===== src/rtl/lift_pkg.sv =====
// Shared types and helpers for the SCAN lift controller.
package lift_pkg;

    typedef struct packed {
        logic up;
        logic down;
    } direction_t;

    typedef enum logic [2:0] {
        IDLE,
        MOVE,
        OPENING,
        HOLD,
        CLOSING,
        ESTOP,
        FAULT
    } lift_state_t;

    localparam direction_t DIR_UP   = '{up: 1'b1, down: 1'b0};
    localparam direction_t DIR_DOWN = '{up: 1'b0, down: 1'b1};

    function automatic int unsigned max_u(input int unsigned a, input int unsigned b);
        return (a > b) ? a : b;
    endfunction

endpackage


===== src/rtl/lift_req_scan.sv =====
// Combinational request scan: pending calls above, below and at the car position.
module lift_req_scan
    import lift_pkg::*;
#(
    parameter int unsigned FLOOR_NUM = 16
) (
    input  direction_t [FLOOR_NUM-1:0] floors_direction_led,
    input  logic       [FLOOR_NUM-1:0] floors_select_led,
    input  logic       [FLOOR_NUM-1:0] lift_detector,
    output logic                       above,
    output logic                       below,
    output logic                       here_cab,
    output direction_t                 here_hall
);

    logic seen;
    logic pending;
    logic call;

    // Single low-to-high sweep: calls before the position are below, after it above.
    always_comb begin
        above     = 1'b0;
        below     = 1'b0;
        here_cab  = 1'b0;
        here_hall = '0;
        seen      = 1'b0;
        pending   = 1'b0;
        call      = 1'b0;
        for (int unsigned i = 0; i < FLOOR_NUM; i++) begin
            call = floors_select_led[i] | floors_direction_led[i].up | floors_direction_led[i].down;
            if (lift_detector[i]) begin
                below     = pending;
                seen      = 1'b1;
                here_cab  = floors_select_led[i];
                here_hall = floors_direction_led[i];
            end else if (seen) begin
                above = above | call;
            end else begin
                pending = pending | call;
            end
        end
    end

endmodule


===== src/rtl/lift_scan_ctrl.sv =====
// Single-car SCAN lift controller with door sequencing, emergency stop and sticky fault.
module lift_scan_ctrl
    import lift_pkg::*;
#(
    parameter int unsigned FLOOR_NUM    = 16,
    parameter int unsigned DOOR_HOLD    = 10,
    parameter int unsigned DOOR_TIMEOUT = 256
) (
    input  logic                            clk,
    input  logic                            rst_n,
    input  direction_t [FLOOR_NUM-1:0]      floors_direction,
    input  logic       [FLOOR_NUM-1:0]      floors_select,
    input  logic       [FLOOR_NUM-1:0]      lift_detector,
    input  logic       [FLOOR_NUM-1:0]      lift_stop_detector,
    input  logic                            door_open_fb,
    input  logic                            door_closed_fb,
    input  logic                            door_obstruct,
    input  logic                            emergency_stop,
    output direction_t                      lift_engine,
    output logic                            door_cmd,
    output direction_t [FLOOR_NUM-1:0]      floors_direction_led,
    output logic       [FLOOR_NUM-1:0]      floors_select_led,
    output logic       [$clog2(FLOOR_NUM)-1:0] current_floor,
    output direction_t                      travel_dir,
    output logic                            fault
);

    localparam int unsigned FW = $clog2(FLOOR_NUM);
    localparam int unsigned CW = $clog2(max_u(DOOR_HOLD, DOOR_TIMEOUT) + 1);

    lift_state_t state, state_nx;
    logic [CW-1:0] cnt, cnt_nx;
    direction_t td, td_nx, pref, pref_nx, served, served_nx, raw_engine;
    direction_t [FLOOR_NUM-1:0] hall_led, hall_nx;
    logic [FLOOR_NUM-1:0] sel_led, sel_nx, pos;
    logic [FW-1:0] cur_floor, det_floor;
    logic door_last, serve, hold_press;
    logic above, below, here_cab, ahead, behind, at_stop, terminal, stop_now;
    direction_t here_hall;

    // Car position: detector zone, falling back to the last seen floor between zones.
    always_comb begin
        pos       = lift_detector;
        det_floor = '0;
        for (int unsigned i = 0; i < FLOOR_NUM; i++) begin
            if (lift_detector[i]) det_floor = FW'(i);
        end
        if (lift_detector == '0) begin
            pos            = '0;
            pos[cur_floor] = 1'b1;
        end
    end

    lift_req_scan #(.FLOOR_NUM(FLOOR_NUM)) u_scan (
        .floors_direction_led(hall_led),
        .floors_select_led   (sel_led),
        .lift_detector       (pos),
        .above               (above),
        .below               (below),
        .here_cab            (here_cab),
        .here_hall           (here_hall)
    );

    assign ahead     = (td.up & above) | (td.down & below);
    assign behind    = (td.up & below) | (td.down & above);
    assign at_stop   = |lift_stop_detector;
    assign terminal  = lift_stop_detector[0] | lift_stop_detector[FLOOR_NUM-1];
    assign stop_now  = at_stop & (here_cab | (td.up & here_hall.up) | (td.down & here_hall.down)
                       | (!ahead & (here_hall.up | here_hall.down)) | terminal);
    assign served_nx = '{up: td.up | !ahead, down: td.down | !ahead};

    // Same-floor press in a direction already served restarts the hold.
    always_comb begin
        hold_press = 1'b0;
        for (int unsigned i = 0; i < FLOOR_NUM; i++) begin
            if (pos[i]) begin
                hold_press = floors_select[i] | (served.up & floors_direction[i].up)
                             | (served.down & floors_direction[i].down);
            end
        end
    end

    // Next state, door counter and scan direction.
    always_comb begin
        state_nx = state;
        cnt_nx   = cnt;
        td_nx    = td;
        pref_nx  = pref;
        serve    = 1'b0;
        case (state)
            IDLE: begin
                td_nx = '0;
                if ((here_cab | here_hall.up | here_hall.down) && at_stop) begin
                    state_nx = OPENING;
                    cnt_nx   = '0;
                end else if (above && below) begin
                    state_nx = MOVE;
                    td_nx    = pref;
                end else if (above) begin
                    state_nx = MOVE;
                    td_nx    = DIR_UP;
                    pref_nx  = DIR_UP;
                end else if (below) begin
                    state_nx = MOVE;
                    td_nx    = DIR_DOWN;
                    pref_nx  = DIR_DOWN;
                end
            end
            MOVE: begin
                if (stop_now) begin
                    state_nx = OPENING;
                    cnt_nx   = '0;
                end
            end
            OPENING: begin
                if (door_open_fb) begin
                    state_nx = HOLD;
                    cnt_nx   = '0;
                    serve    = 1'b1;
                end else if (cnt == CW'(DOOR_TIMEOUT - 1)) begin
                    state_nx = FAULT;
                end else begin
                    cnt_nx = cnt + CW'(1);
                end
            end
            HOLD: begin
                if (door_obstruct || hold_press) begin
                    cnt_nx = '0;
                end else if (cnt == CW'(DOOR_HOLD - 1)) begin
                    state_nx = CLOSING;
                    cnt_nx   = '0;
                end else begin
                    cnt_nx = cnt + CW'(1);
                end
            end
            CLOSING: begin
                if (door_obstruct) begin
                    state_nx = OPENING;
                    cnt_nx   = '0;
                end else if (door_closed_fb) begin
                    if (ahead) begin
                        state_nx = MOVE;
                    end else if (behind) begin
                        state_nx = MOVE;
                        td_nx    = '{up: td.down, down: td.up};
                        pref_nx  = '{up: td.down, down: td.up};
                    end else begin
                        state_nx = IDLE;
                        td_nx    = '0;
                    end
                end else if (cnt == CW'(DOOR_TIMEOUT - 1)) begin
                    state_nx = FAULT;
                end else begin
                    cnt_nx = cnt + CW'(1);
                end
            end
            ESTOP: begin
                if (!emergency_stop) begin
                    state_nx = IDLE;
                    td_nx    = '0;
                end
            end
            FAULT: state_nx = FAULT;
            default: state_nx = IDLE;
        endcase
        if (emergency_stop && state != FAULT) begin
            state_nx = ESTOP;
            td_nx    = td;
            pref_nx  = pref;
            serve    = 1'b0;
        end
    end

    // Call LEDs: latch presses; a serve clears and beats a simultaneous press.
    always_comb begin
        sel_nx  = sel_led;
        hall_nx = hall_led;
        for (int unsigned i = 0; i < FLOOR_NUM; i++) begin
            sel_nx[i]       = sel_led[i] | floors_select[i];
            hall_nx[i].up   = hall_led[i].up | floors_direction[i].up;
            hall_nx[i].down = hall_led[i].down | floors_direction[i].down;
            if (pos[i] && state == HOLD) begin
                sel_nx[i] = sel_led[i];
                if (served.up)   hall_nx[i].up   = hall_led[i].up;
                if (served.down) hall_nx[i].down = hall_led[i].down;
            end
            if (pos[i] && serve) begin
                sel_nx[i] = 1'b0;
                if (served_nx.up)   hall_nx[i].up   = 1'b0;
                if (served_nx.down) hall_nx[i].down = 1'b0;
            end
        end
    end

    // Outputs: engine gated combinationally by every safety interlock.
    always_comb begin
        raw_engine       = (state == MOVE && !stop_now) ? td : '0;
        lift_engine.up   = raw_engine.up & !emergency_stop & door_closed_fb
                           & !lift_stop_detector[FLOOR_NUM-1];
        lift_engine.down = raw_engine.down & !emergency_stop & door_closed_fb
                           & !lift_stop_detector[0];
        case (state)
            OPENING, HOLD: door_cmd = 1'b1;
            ESTOP:         door_cmd = door_last;
            default:       door_cmd = 1'b0;
        endcase
    end

    assign fault                = (state == FAULT);
    assign travel_dir           = td;
    assign floors_direction_led = hall_led;
    assign floors_select_led    = sel_led;
    assign current_floor        = cur_floor;

    // State and datapath registers with synchronous active-low reset.
    always_ff @(posedge clk) begin
        if (!rst_n) begin
            state     <= IDLE;
            cnt       <= '0;
            td        <= '0;
            pref      <= DIR_UP;
            served    <= '0;
            door_last <= 1'b0;
            cur_floor <= '0;
            sel_led   <= '0;
            hall_led  <= '0;
        end else begin
            state     <= state_nx;
            cnt       <= cnt_nx;
            td        <= td_nx;
            pref      <= pref_nx;
            door_last <= door_cmd;
            sel_led   <= sel_nx;
            hall_led  <= hall_nx;
            if (serve) served <= served_nx;
            if (lift_detector != '0) cur_floor <= det_floor;
        end
    end

endmodule


===== config.mk =====
export PLATFORM = sky130hd
export DESIGN_NAME = lift_scan_ctrl
export DESIGN_NICKNAME = d
export VERILOG_FILES = /design/src/rtl/lift_pkg.sv /design/src/rtl/lift_req_scan.sv /design/src/rtl/lift_scan_ctrl.sv
export SDC_FILE = /design/constraint.sdc
export NUM_CORES = 1
export LEC_CHECK = 0
export ABC_AREA = 0
export CAP_MARGIN = 20
export CELL_PAD_IN_SITES_DETAIL_PLACEMENT = 1
export CELL_PAD_IN_SITES_GLOBAL_PLACEMENT = 2
export CORE_MARGIN = 2
export CORE_UTILIZATION = 39
export CTS_BUF_LIST = sky130_fd_sc_hd__clkbuf_8
export DETAILED_ROUTE_END_ITERATION = 16
export DONT_BUFFER_PORTS = 1
export MAX_ROUTING_LAYER = met4
export PLACE_DENSITY = 0.95
export SKIP_CTS_REPAIR_TIMING = 1
export SYNTH_ARGS = -nofsm -noshare
export SYNTH_HDL_FRONTEND = slang
export SYNTH_SLANG_ARGS = --single-unit

===== constraint.sdc =====
create_clock -name clk -period 6.1 [get_ports clk]
set_clock_uncertainty 0.05 [all_clocks]
set_input_delay 0.61 -clock clk [delete_from_list [all_inputs] [get_ports clk]]
set_output_delay 0.61 -clock clk [all_outputs]
set_load 0.02 [all_outputs]

### Word-level counts from Yosys, hierarchy flattened

Cells that the tools add are included.

| storage, ports and cells | value |
|---|---|
| register bits after elaboration | 71 |
| bits in latches | 0 |
| RAM bits | 0 |
| ROM bits | 0 |
| input port bits | 86 |
| output and inout port bits | 58 |
| logic and storage cells | 663 |
| memories kept | 0 |

| operators by class | value |
|---|---|
| $add $sub $neg | 1 |
| multiply operators | 0 |
| div/mod/pow operators | 0 |
| magnitude comparators | 2 |
| equality and inequality tests | 28 |
| shift operators | 0 |
| mux-type cells | 300 |
| bitwise operators | 200 |
| reduce and logical (&&, ||, !) cells | 73 |

Operators by type and width:

| operator | count |
|---|---|
| 1-bit two-way mux | 193 |
| 1-bit OR | 152 |
| 2-bit two-way mux | 66 |
| 9-bit two-way mux | 8 |
| 4-bit two-way mux | 13 |
| 1-bit bitwise AND | 46 |
| 9-bit one-hot mux with 5 select lines | 1 |
| 3-bit two-way mux | 13 |
| 1-bit logical AND | 37 |
| 2-bit OR reduction | 18 |
| 2-bit inequality test, second input constant | 11 |
| 3-bit inequality test, second input constant | 7 |
| 3-bit one-hot mux with 7 select lines | 1 |
| 16-bit logical NOT | 1 |
| 16-bit two-way mux | 1 |
| 16-bit nonzero test | 1 |
| 16-bit OR reduction | 1 |
| 5-bit AND reduction | 2 |
| 9-bit by 1-bit adder with 9-bit output, second input constant | 1 |
| 3-bit == test, second input constant | 3 |
| 9-bit by 4-bit == test with 1-bit output, second input constant | 1 |
| 9-bit by 8-bit == test with 1-bit output, second input constant | 1 |
| 9-bit AND reduction | 1 |
| 3-bit by 2-bit == test with 1-bit output, second input constant | 2 |
| 18 further kinds | 23 |

### Logic depth before layout (Yosys ltp)

Gate-level depths: netlist of the first run.

| depth | value |
|---|---|
| depth in word-level cells | 63 |
| gate-level depth with buffers | 18 |
| gate-level depth less buffers | 12 |

### Hierarchy

A second synthesis of the first run with hierarchy kept.

| unflattened totals | value |
|---|---|
| cells, all modules | 763 |
| area, all modules | 5187.5 µm² |

Modules (own cells, without submodules):

| module | instances | cells an instance | area each (µm²) | sequential area each (µm²) |
|---|---|---|---|---|
| lift_scan_ctrl | 1 | 582 | 4169.0 | 1421.4 |
| lift_req_scan | 1 | 181 | 1018.5 | 0.0 |

### Worst setup path after synthesis of the first run

OpenSTA, ideal clock, no wires.

| timing path | value |
|---|---|
| path kind | input to output |
| from | input lift_detector[1] |
| to | output lift_engine[0] (netlist bit) |
| data arrival time | 4.178 ns |
| data required time | 5.440 ns |
| setup slack | 1.262 ns |
| stages | 17 |
| path buffers | 5 |
| cells stage by stage | buf_2 nor4_2 and4_4 buf_6 buf_12 buf_4 buf_4 nand4_1 o21ai_0 o31ai_1 a221oi_1 o221ai_1 a221o_1 nor3_1 o21a_1 o21ai_0 nor4b_1 |

RTL lines:

| element | line | RTL |
|---|---|---|
| start, declared | lift_scan_ctrl.sv:13 | `input logic [FLOOR_NUM-1:0] lift_detector,` |
| end, declared | lift_scan_ctrl.sv:19 | `output direction_t lift_engine,` |

==> impl_metrics.ini, run 1 <==
[yosys]
netlist_instances = 815
ys_warn_count = 0
synth-async-reset-ratio = 0
synth.cell_area_sq_um = 5839
syn_area_per_cell_sq_um = 7.165
ys_ff_latch = 71
synth_flop_cell = dfxtp_1
ys_types = 74
synth_top_cell_by_area = dfxtp_1
yosysTopAreaCellShare = 0.2434
ys_seq_area_frac = 0.2434
synth_area_leaders = dfxtp_1 24%, a21oi_1 7.7%, o21ai_0 6.7%
syn_nets = 905
synth_edf_count = 0

[global_route]
grt_util_met2 = 0.4989
grt_max_degree = 74
antenna_found_initial = 0
grt_pass1_vias = 6851
grt_util_met3 = 0.07676
grtUsageMet1 = 0.4340
grt_overflow = 0
groute.usage.overall = 0.3274
grt_pass1_wl_mm = 39.95
grt_busiest_layer = met2

[sta]
fmax_ghz = 0.1783
min_period_ps = 5609
hold_viol = 0
relSlewSlack = 0.3092
fin_crit_sh = 0.9195
rsz0062_at_grt = no
tightest_slew_ps = 1035
slew_violations = 0
setup_violations = 0
tns_ps = 0

[floorplanning]
row_count = 44
die_area_sq_um = 15970
coreArea_sq_um = 14590
die_width_um = 126.4
dieHeight_um = 126.4
initial_utilization = 0.4003
ios = 144

[power_and_ir_drop]
fin_total_pwr_mw = 1.341
p_clk_frac = 0.357
power_switching_mw = 0.4689
comb_power_share = 0.204
cellPowerDensity_nw_per_um2 = 219.2
ir_drop_uv = 207.2
leakage_nw = 2.086
internal-power_mw = 0.8724
switching_share = 0.3496
power_frac_seq = 0.439

[layout]
drive_above_1_share = 0.06530
num-fill-cells = 1835
finalNetCount = 866
areaGrowthSynthToFinish_pct = 4.800
n_antenna_cell = 0
final_area_sq_um = 6120

[hold_path]
hold_path_class = input pin to flop

[place]
dp_hpwl_mm = 19.36
io_buffers = 0
placed_area_sq_um = 5868
gp_congestion = 0.9860

[cts]
root_buffer = clkbuf_8
path_clk_slew_ps = 80
clock_sinks = 71
clockBufferDepth = 2
cts_max_level = 3
clk_latency_ps = 390
cts_made_buffers = 9
cts_tree = done

[critical_path]
cp_max_fo = 16
cp_cell_sequence = nor2b_1, a31oi_1, o221ai_1, a21oi_1, o221ai_1, nand2_1, a221o_1, nor3_1, o21a_1, o21ai_0, nor4b_1, buf_4
timing.critical_path.buf_inv = 1
worstPathRequired_ps = 5440
start_kind = flop
crit_family = compound AO/OA/AOI/OAI gates
crit_path_end_kind = output pin
crit_slowest_cell = nor2b_1
crit_type = flop to output pin
crit_top_cell = o221ai_1
worstPathArrival_ps = 4950
slowest_delay_ps = 840

[detailed_routing]
drc_errors = 0
wirelength_mm = 25.84
routed_via_density = 7.059
dr_total_vias = 6812
dr.pass1.iters = 5
ant_nets = 0
drtIter0Drc = 601
wl_per_cell_um = 26.77

[status]
status = complete, no violations

[flow_run]
drv_cap = 0
[power groups by stage]
stage,Clock (mW),Combinational (mW),Sequential (mW)
finish,0.479,0.273,0.589
floorplan,0,0.217,0.566
global route,0.500,0.300,0.594
CTS,0.482,0.267,0.587
global placement,0,0.256,0.596
detailed placement,0,0.264,0.597
[final timing paths]
| kind | from | endpoint | slack [ps] | depth (start not counted) |
|---|---|---|---|---|
| worst min register to register | pref[0] | pref[0] | 450 | 2 |
| worst max-delay path | current_floor[0] | lift_engine[0] | 490 | 12 |
| worst min-delay path | rst_n | served[1] | 300 | 1 |
| worst max register to register | current_floor[0] | cnt[6] | 1270 | 12 |
[worst register-to-register path, cell delays in order (launching register included)]
cell	delay [ps]
dfxtp_1	810
and2_1	490
nor4_1	110
a211o_1	400
nor4_2	380
nand2b_1	190
o21ai_0	370
nand4bb_1	430
a32o_1	380
nand2b_1	160
o221a_4	250
or2_1	360
o221a_1	330
[per-layer routing]
metal | up-vias | wire, um
met3 | 46 | 2458
met1 | 3365 | 11290
met5 | - | 0
met4 | 0 | 534
met2 | 353 | 11550
li1 | 3048 | -
[placed cells by master, fill, tap and decap left out, types with 5 or more instances in the layout]
cell type	instances
nor2b_1	11
o31ai_1	13
a21oi_1	90
a31oi_1	21
dfxtp_1	71
a211oi_1	10
nand4_1	5
a221oi_1	16
o21ai_0	78
and3_1	6
clkbuf_8	9
nor4_1	11
nand2_1	67
buf_4	7
nand2b_1	16
o21a_1	32
o22ai_1	9
nor3_1	25
nor3b_1	16
a31o_2	11
nor2_1	76
o221a_1	8
a21boi_0	7
inv_1	19
a21o_1	5
and2_1	7
o221ai_1	5
a311o_1	5
o211ai_1	7
nand3_1	24
a221o_1	9
[logic make-up after synthesis]
group                    after synthesis  share of synthesized area
adder cells (fa/ha/maj)                4                   0.008571
multiplexers                           5                   0.008785
buffers and inverters                 77                    0.05700
XOR/XNOR                               1                   0.001500
AO/OA/AOI/OAI                        363                     0.4172
flip-flops                            71                     0.2434
AND/OR/NAND/NOR                      294                     0.2636
[sequential cells by signal, summed over array words and instances, names as in the netlist]
name	flops
cnt	9
travel_dir	2
served	2
floors_select_led	16
door_last	1
pref	2
state	3
floors_direction_led	32
current_floor	4
[cells in the mapped netlist (4+ instances only)]
cell	instances
a211oi_1	10
a21boi_0	7
a21o_1	5
a21oi_1	90
a221o_1	9
a221oi_1	16
a311o_1	5
a31o_2	11
a31oi_1	21
and2_1	7
and3_1	6
and4_1	4
buf_2	4
clkbuf_1	49
dfxtp_1	71
ha_1	4
inv_1	19
mux2i_1	4
nand2_1	67
nand2b_1	16
nand3_1	24
nand4_1	5
nor2_1	76
nor2b_1	11
nor3_1	25
nor3b_1	16
nor4_1	11
o211ai_1	7
o21a_1	32
o21ai_0	78
o221a_1	8
o221ai_1	5
o22ai_1	9
o31ai_1	13
o32ai_1	4
[final cells by class]
type | instances | area (sq um) | area share
tap | 184 | 230.2 | 0.03762
timing repair buffer | 8 | 67.56 | 0.01104
sequential | 71 | 1421 | 0.2323
inverter | 19 | 71.32 | 0.01165
clock buffer | 9 | 123.9 | 0.02024
clock inverter | 7 | 120.1 | 0.01963
multi-input combinational | 667 | 4085 | 0.6676
[through the flow]
stage / worst slack, ps / hold slack [ps] / std cells / utilization
after floorplan: 1262 / 383.4 / 815 / -
after global placement: 1100 / 394.0 / 947 / 0.4012
after detailed placement: 1008 / 444.6 / 948 / 0.4022
after CTS: 626.8 / 284.7 / 964 / 0.4190
after global routing: 318.4 / 294.9 / 965 / 0.4195
final: 491.1 / 304.7 / 965 / 0.4195
Note: power is estimated with default switching activity, not from simulation.
==> inputs of run 2 (changes only) <==
- CTS_CLUSTER_DIAMETER: unset -> 30
- SETUP_SLACK_MARGIN: unset -> 0.4
==> run 2 against run 1 <==
- critical path type unchanged
- combinational power barely moved
- setup slack improved by 260 ps
- cell count did not move
- critical endpoint unchanged
- hold slack improved by 0.83 ps
- register-to-register slack barely moved
==> impl_metrics.ini, run 2 (synthesis gave the netlist of run 1 again) <==
[floorplanning]
die_width_um = 126.4
initial_utilization = 0.4003
die_area_sq_um = 15970
ios = 144
row_count = 44
coreArea_sq_um = 14590
dieHeight_um = 126.4

[place]
io_buffers = 0
post-place-cells = 948
dp_hpwl_mm = 19.36
placed_area_sq_um = 5868
pre_cts_slack_ps = 1008
gp_congestion = 0.9860

[power_and_ir_drop]
leakage_nw = 2.087
power_frac_seq = 0.439
internal-power_mw = 0.8725
cellPowerDensity_nw_per_um2 = 219.0
comb_power_share = 0.204
ir_drop_uv = 207.2
power_switching_mw = 0.4680
p_clk_frac = 0.357
switching_share = 0.3491
fin_total_pwr_mw = 1.341

[detailed_routing]
wirelength_mm = 25.80
drc_errors = 0
dr_total_vias = 6798
wl_per_cell_um = 26.73
ant_nets = 0
routed_via_density = 7.045
dr.pass1.iters = 5
drtIter0Drc = 610

[global_route]
grt_pass1_wl_mm = 39.95
grt_max_degree = 74
antenna_found_initial = 0
grt_pass1_vias = 6851
grt_overflow = 0
groute.usage.overall = 0.3274

[sta]
tightest_slew_ps = 1036
hold_viol = 0
layout_setup_ws_ps = 753.1
relSlewSlack = 0.3084
setup_violations = 0
fmax_ghz = 0.1870
slew_violations = 0
tns_ps = 0
hold_slack_ps = 305.6
fin_crit_sh = 0.8765
min_period_ps = 5347
rsz0062_at_grt = no

[cts]
clockBufferDepth = 2
clk_latency_ps = 390
cts_max_level = 3
cts_made_buffers = 9
root_buffer = clkbuf_8
path_clk_slew_ps = 80
clock_sinks = 71
cts_tree = done

[hold_path]
hold_path_class = input pin to flop
hold_path_depth = 1
hold_start = rst_n
hold_end = served[1]

[layout]
final_cell_count_no_fill = 965
drive_above_1_share = 0.06658
final_util = 0.4196
num-fill-cells = 1834
finalNetCount = 866
final_area_sq_um = 6122
final_cell_mix = 90 x a21oi_1, 78 x o21ai_0, 76 x nor2_1, 71 x dfxtp_1, 67 x nand2_1
layout_commonest_cell = a21oi_1
largest_reg_flops = 32
areaGrowthSynthToFinish_pct = 4.842
n_antenna_cell = 0

[critical_path]
crit_family = compound AO/OA/AOI/OAI gates
worstPathRequired_ps = 5440
crit_type = flop to output pin
start_kind = flop
worstPathArrival_ps = 4690
timing.rr.end = cnt[6]
r2r_cells = 12
cp_max_fo = 18
crit_slowest_cell = dfxtp_1
timing.critical_path.buf_inv = 2
timing.rr.start = current_floor[0]
crit_top_cell = buf_4
cp_cell_sequence = nor2b_1, buf_4, nand2_1, a311o_1, a211oi_1, o32ai_1, o211ai_1, nor2_1, a221o_1, nor3_1, o21a_1, o21ai_0, nor4b_1, buf_4
slowest_delay_ps = 760
rrSetupSlack_ps = 1270
crit_path_end_kind = output pin

[status]
status = complete, no violations

[flow_run]
drv_cap = 0
==> run 2: changes by cell type in the layout (fill, tap and decap cells not counted) <==
cell     delta
nor2b_1     -1
nor2b_2     +1
==> run 2: worst max path at each step <==
| stage | start | to | slack (ps) | cells past startpoint |
|---|---|---|---|---|
| floorplan | lift_detector[1] | lift_engine[0] | 1260 | 17 |
| global placement | current_floor[0] | lift_engine[0] | 1100 | 12 |
| detailed placement | lift_detector[0] | lift_engine[0] | 1010 | 13 |
| CTS | current_floor[0] | lift_engine[0] | 630 | 12 |
| global route | current_floor[1] | lift_engine[0] | 610 | 14 |
| finish | current_floor[1] | lift_engine[0] | 750 | 14 |
==> run 2: layout make-up <==
cell class | instances | area (sq um) | share of cell area
clock inverters | 7 | 120.1 | 0.01962
multi-input cells | 667 | 4088 | 0.6677
flip-flops and latches | 71 | 1421 | 0.2322
clock buffers | 9 | 123.9 | 0.02023
well taps | 184 | 230.2 | 0.03760
repair buffers | 8 | 67.56 | 0.01104
inverters | 19 | 71.32 | 0.01165
==> run 2: layer usage <==
metal / GRT usage / vias up / routed length, um
met4: 0.09502 / 0 / 538
li1: - / 3042 / -
met5: - / - / 0
met1: 0.4340 / 3362 / 11260
met3: 0.07676 / 46 / 2455
met2: 0.4989 / 348 / 11540
==> run 2: worst register-to-register path, stage by stage (launching register included) <==
cell       delay [ps]
dfxtp_1           810
and2_1            490
nor4_1            110
a211o_1           400
nor4_2            380
nand2b_1          190
o21ai_0           370
nand4bb_1         430
a32o_1            380
nand2b_1          160
o221a_4           250
or2_1             360
o221a_1           330
==> run 2: power groups by stage <==
stage	Combinational [mW]	Clock, mW	Sequential (mW)
global placement	0.256	0	0.596
global route	0.300	0.500	0.594
finish	0.274	0.478	0.589
CTS	0.267	0.482	0.587
detailed placement	0.264	0	0.597
floorplan	0.217	0	0.566
==> inputs of run 3 (changes only) <==
- MAX_ROUTING_LAYER: met4 -> unset
==> run 3 against run 2 <==
- cell count stayed put
- power is 4.7% lower
- wire length is 0.48% lower
- sequential power hardly changed
- utilization is 0.29 points lower
- hold slack better by 7.6 ps
- clock-buffer cell count is 1 higher
==> impl_metrics.ini, run 3 (synthesis gave the netlist of run 1 again) <==
[status]
status = complete, no violations

[power_and_ir_drop]
cellPowerDensity_nw_per_um2 = 210.2
fin_total_pwr_mw = 1.278
power_frac_seq = 0.461
power_switching_mw = 0.4765
leakage_nw = 2.065
switching_share = 0.3728
ir_drop_uv = 201.9
comb_power_share = 0.214
p_clk_frac = 0.326
internal-power_mw = 0.8017

[cts]
cts_max_level = 3
cts_tree = done
clockBufferDepth = 2
root_buffer = clkbuf_8
clock_sinks = 71
path_clk_slew_ps = 90
cts_made_buffers = 9
clk_latency_ps = 370

[detailed_routing]
drtIter0Drc = 654
ant_nets = 0
dr.pass1.iters = 5
drc_errors = 0
routed_via_density = 7.048
dr_total_vias = 6801
wl_per_cell_um = 26.61
wirelength_mm = 25.67

[floorplanning]
die_area_sq_um = 15970
coreArea_sq_um = 14590
ios = 144
dieHeight_um = 126.4
initial_utilization = 0.4003
die_width_um = 126.4
row_count = 44

[critical_path]
start_kind = flop
worstPathRequired_ps = 5440
rrSetupSlack_ps = 1260
cp_cell_sequence = and2_1, nor4_1, a211o_1, nor4_2, nand2b_1, o21ai_0, nand4bb_1, a32o_1, o21a_1, o21ai_0, nor4b_1, buf_4
slowest_delay_ps = 820
worstPathArrival_ps = 4680
crit_top_cell = o21ai_0
crit_path_end_kind = output pin
cp_max_fo = 16
crit_slowest_cell = dfxtp_1
timing.critical_path.buf_inv = 1
crit_type = flop to output pin
crit_family = simple AND/OR/NAND/NOR gates

[layout]
areaGrowthSynthToFinish_pct = 4.114
layout_commonest_cell = a21oi_1
area.sequential_sq_um = 1421
drive_above_1_share = 0.06658
largest_reg_flops = 32
finalNetCount = 866
final_cell_mix = 90 x a21oi_1, 78 x o21ai_0, 76 x nor2_1, 71 x dfxtp_1, 67 x nand2_1
final_util = 0.4167
final_cell_count_no_fill = 965
n_antenna_cell = 0
num-fill-cells = 1829
multi_input_area_sq_um = 4088

[sta]
setup_violations = 0
fmax_ghz = 0.1872
tns_ps = 0
min_period_ps = 5341
hold_viol = 0
layout_setup_ws_ps = 759.0
rsz0062_at_grt = no
relSlewSlack = 0.3087
fin_crit_sh = 0.8756
slew_violations = 0
tightest_slew_ps = 1036

[global_route]
grt_pass1_vias = 6769
grt_pass1_wl_mm = 39.96
grt_overflow = 0
grt_max_degree = 74
groute.usage.overall = 0.3166
antenna_found_initial = 0

[place]
dp_hpwl_mm = 19.20
gp_congestion = 0.9876
pre_cts_slack_ps = 1045
post-place-cells = 947
io_buffers = 0

[flow_run]
drv_cap = 0

[hold_path]
hold_path_class = input pin to flop
[run 3: cell count changes in the layout (fill, tap and decap cells not counted), sizes merged]
cell / change
clkinv: -1
inv: +1
bufinv: -2
clkinvlp: +1
clkbuf: +1
[run 3: final cells by class]
type,count,area share
clock buffer,10,0.02264
clock inverter,6,0.01111
inverter,19,0.01173
multi-input combinational,667,0.6724
sequential,71,0.2338
tap,184,0.03787
timing repair buffer,8,0.01050
[run 3: worst register-to-register path, stage by stage, from the launching register on]
cell	delay (ps)
dfxtp_1	820
and2_1	490
nor4_1	130
a211o_1	430
nor4_2	380
nand2b_1	180
o21ai_0	400
nand4bb_1	400
a32o_1	360
nand2b_1	160
o221a_4	260
nor3_1	460
o221a_1	260
[run 3: metrics by stage]
| stage | cell area [sq um] | hold slack, ps |
|---|---|---|
| after global placement | 5853 | 396.6 |
| after global routing | 6080 | 296.3 |
| final | 6080 | 313.1 |
| after floorplan | 5839 | 383.4 |
| after CTS | 6058 | 298.2 |
| after detailed placement | 5853 | 408.3 |
[run 3: path summary, 6_finish.rpt]
check | endpoint | depth (start not counted) | startpoint
hold reg to reg | pref[0] | 2 | pref[0]
setup reg to reg | cnt[3] | 12 | current_floor[0]
hold / removal | current_floor[0] | 1 | lift_detector[15]
setup / recovery | lift_engine[0] | 12 | current_floor[0]
[run 3: power groups by stage]
stage | Clock [mW] | Sequential [mW] | Combinational, mW
floorplan | 0 | 0.566 | 0.217
global placement | 0 | 0.595 | 0.255
detailed placement | 0 | 0.597 | 0.263
CTS | 0.423 | 0.586 | 0.265
global route | 0.445 | 0.594 | 0.298
finish | 0.416 | 0.589 | 0.273
[run 3: routing by layer]
layer	part of all wire	routed length, um	vias to the layer above	track usage
li1	-	-	3040	-
met1	0.44	11360	3419	0.4390
met2	0.45	11620	310	0.4904
met3	0.090	2311	32	0.08646
met4	0.015	383	0	0.07498
met5	0	0	-	0
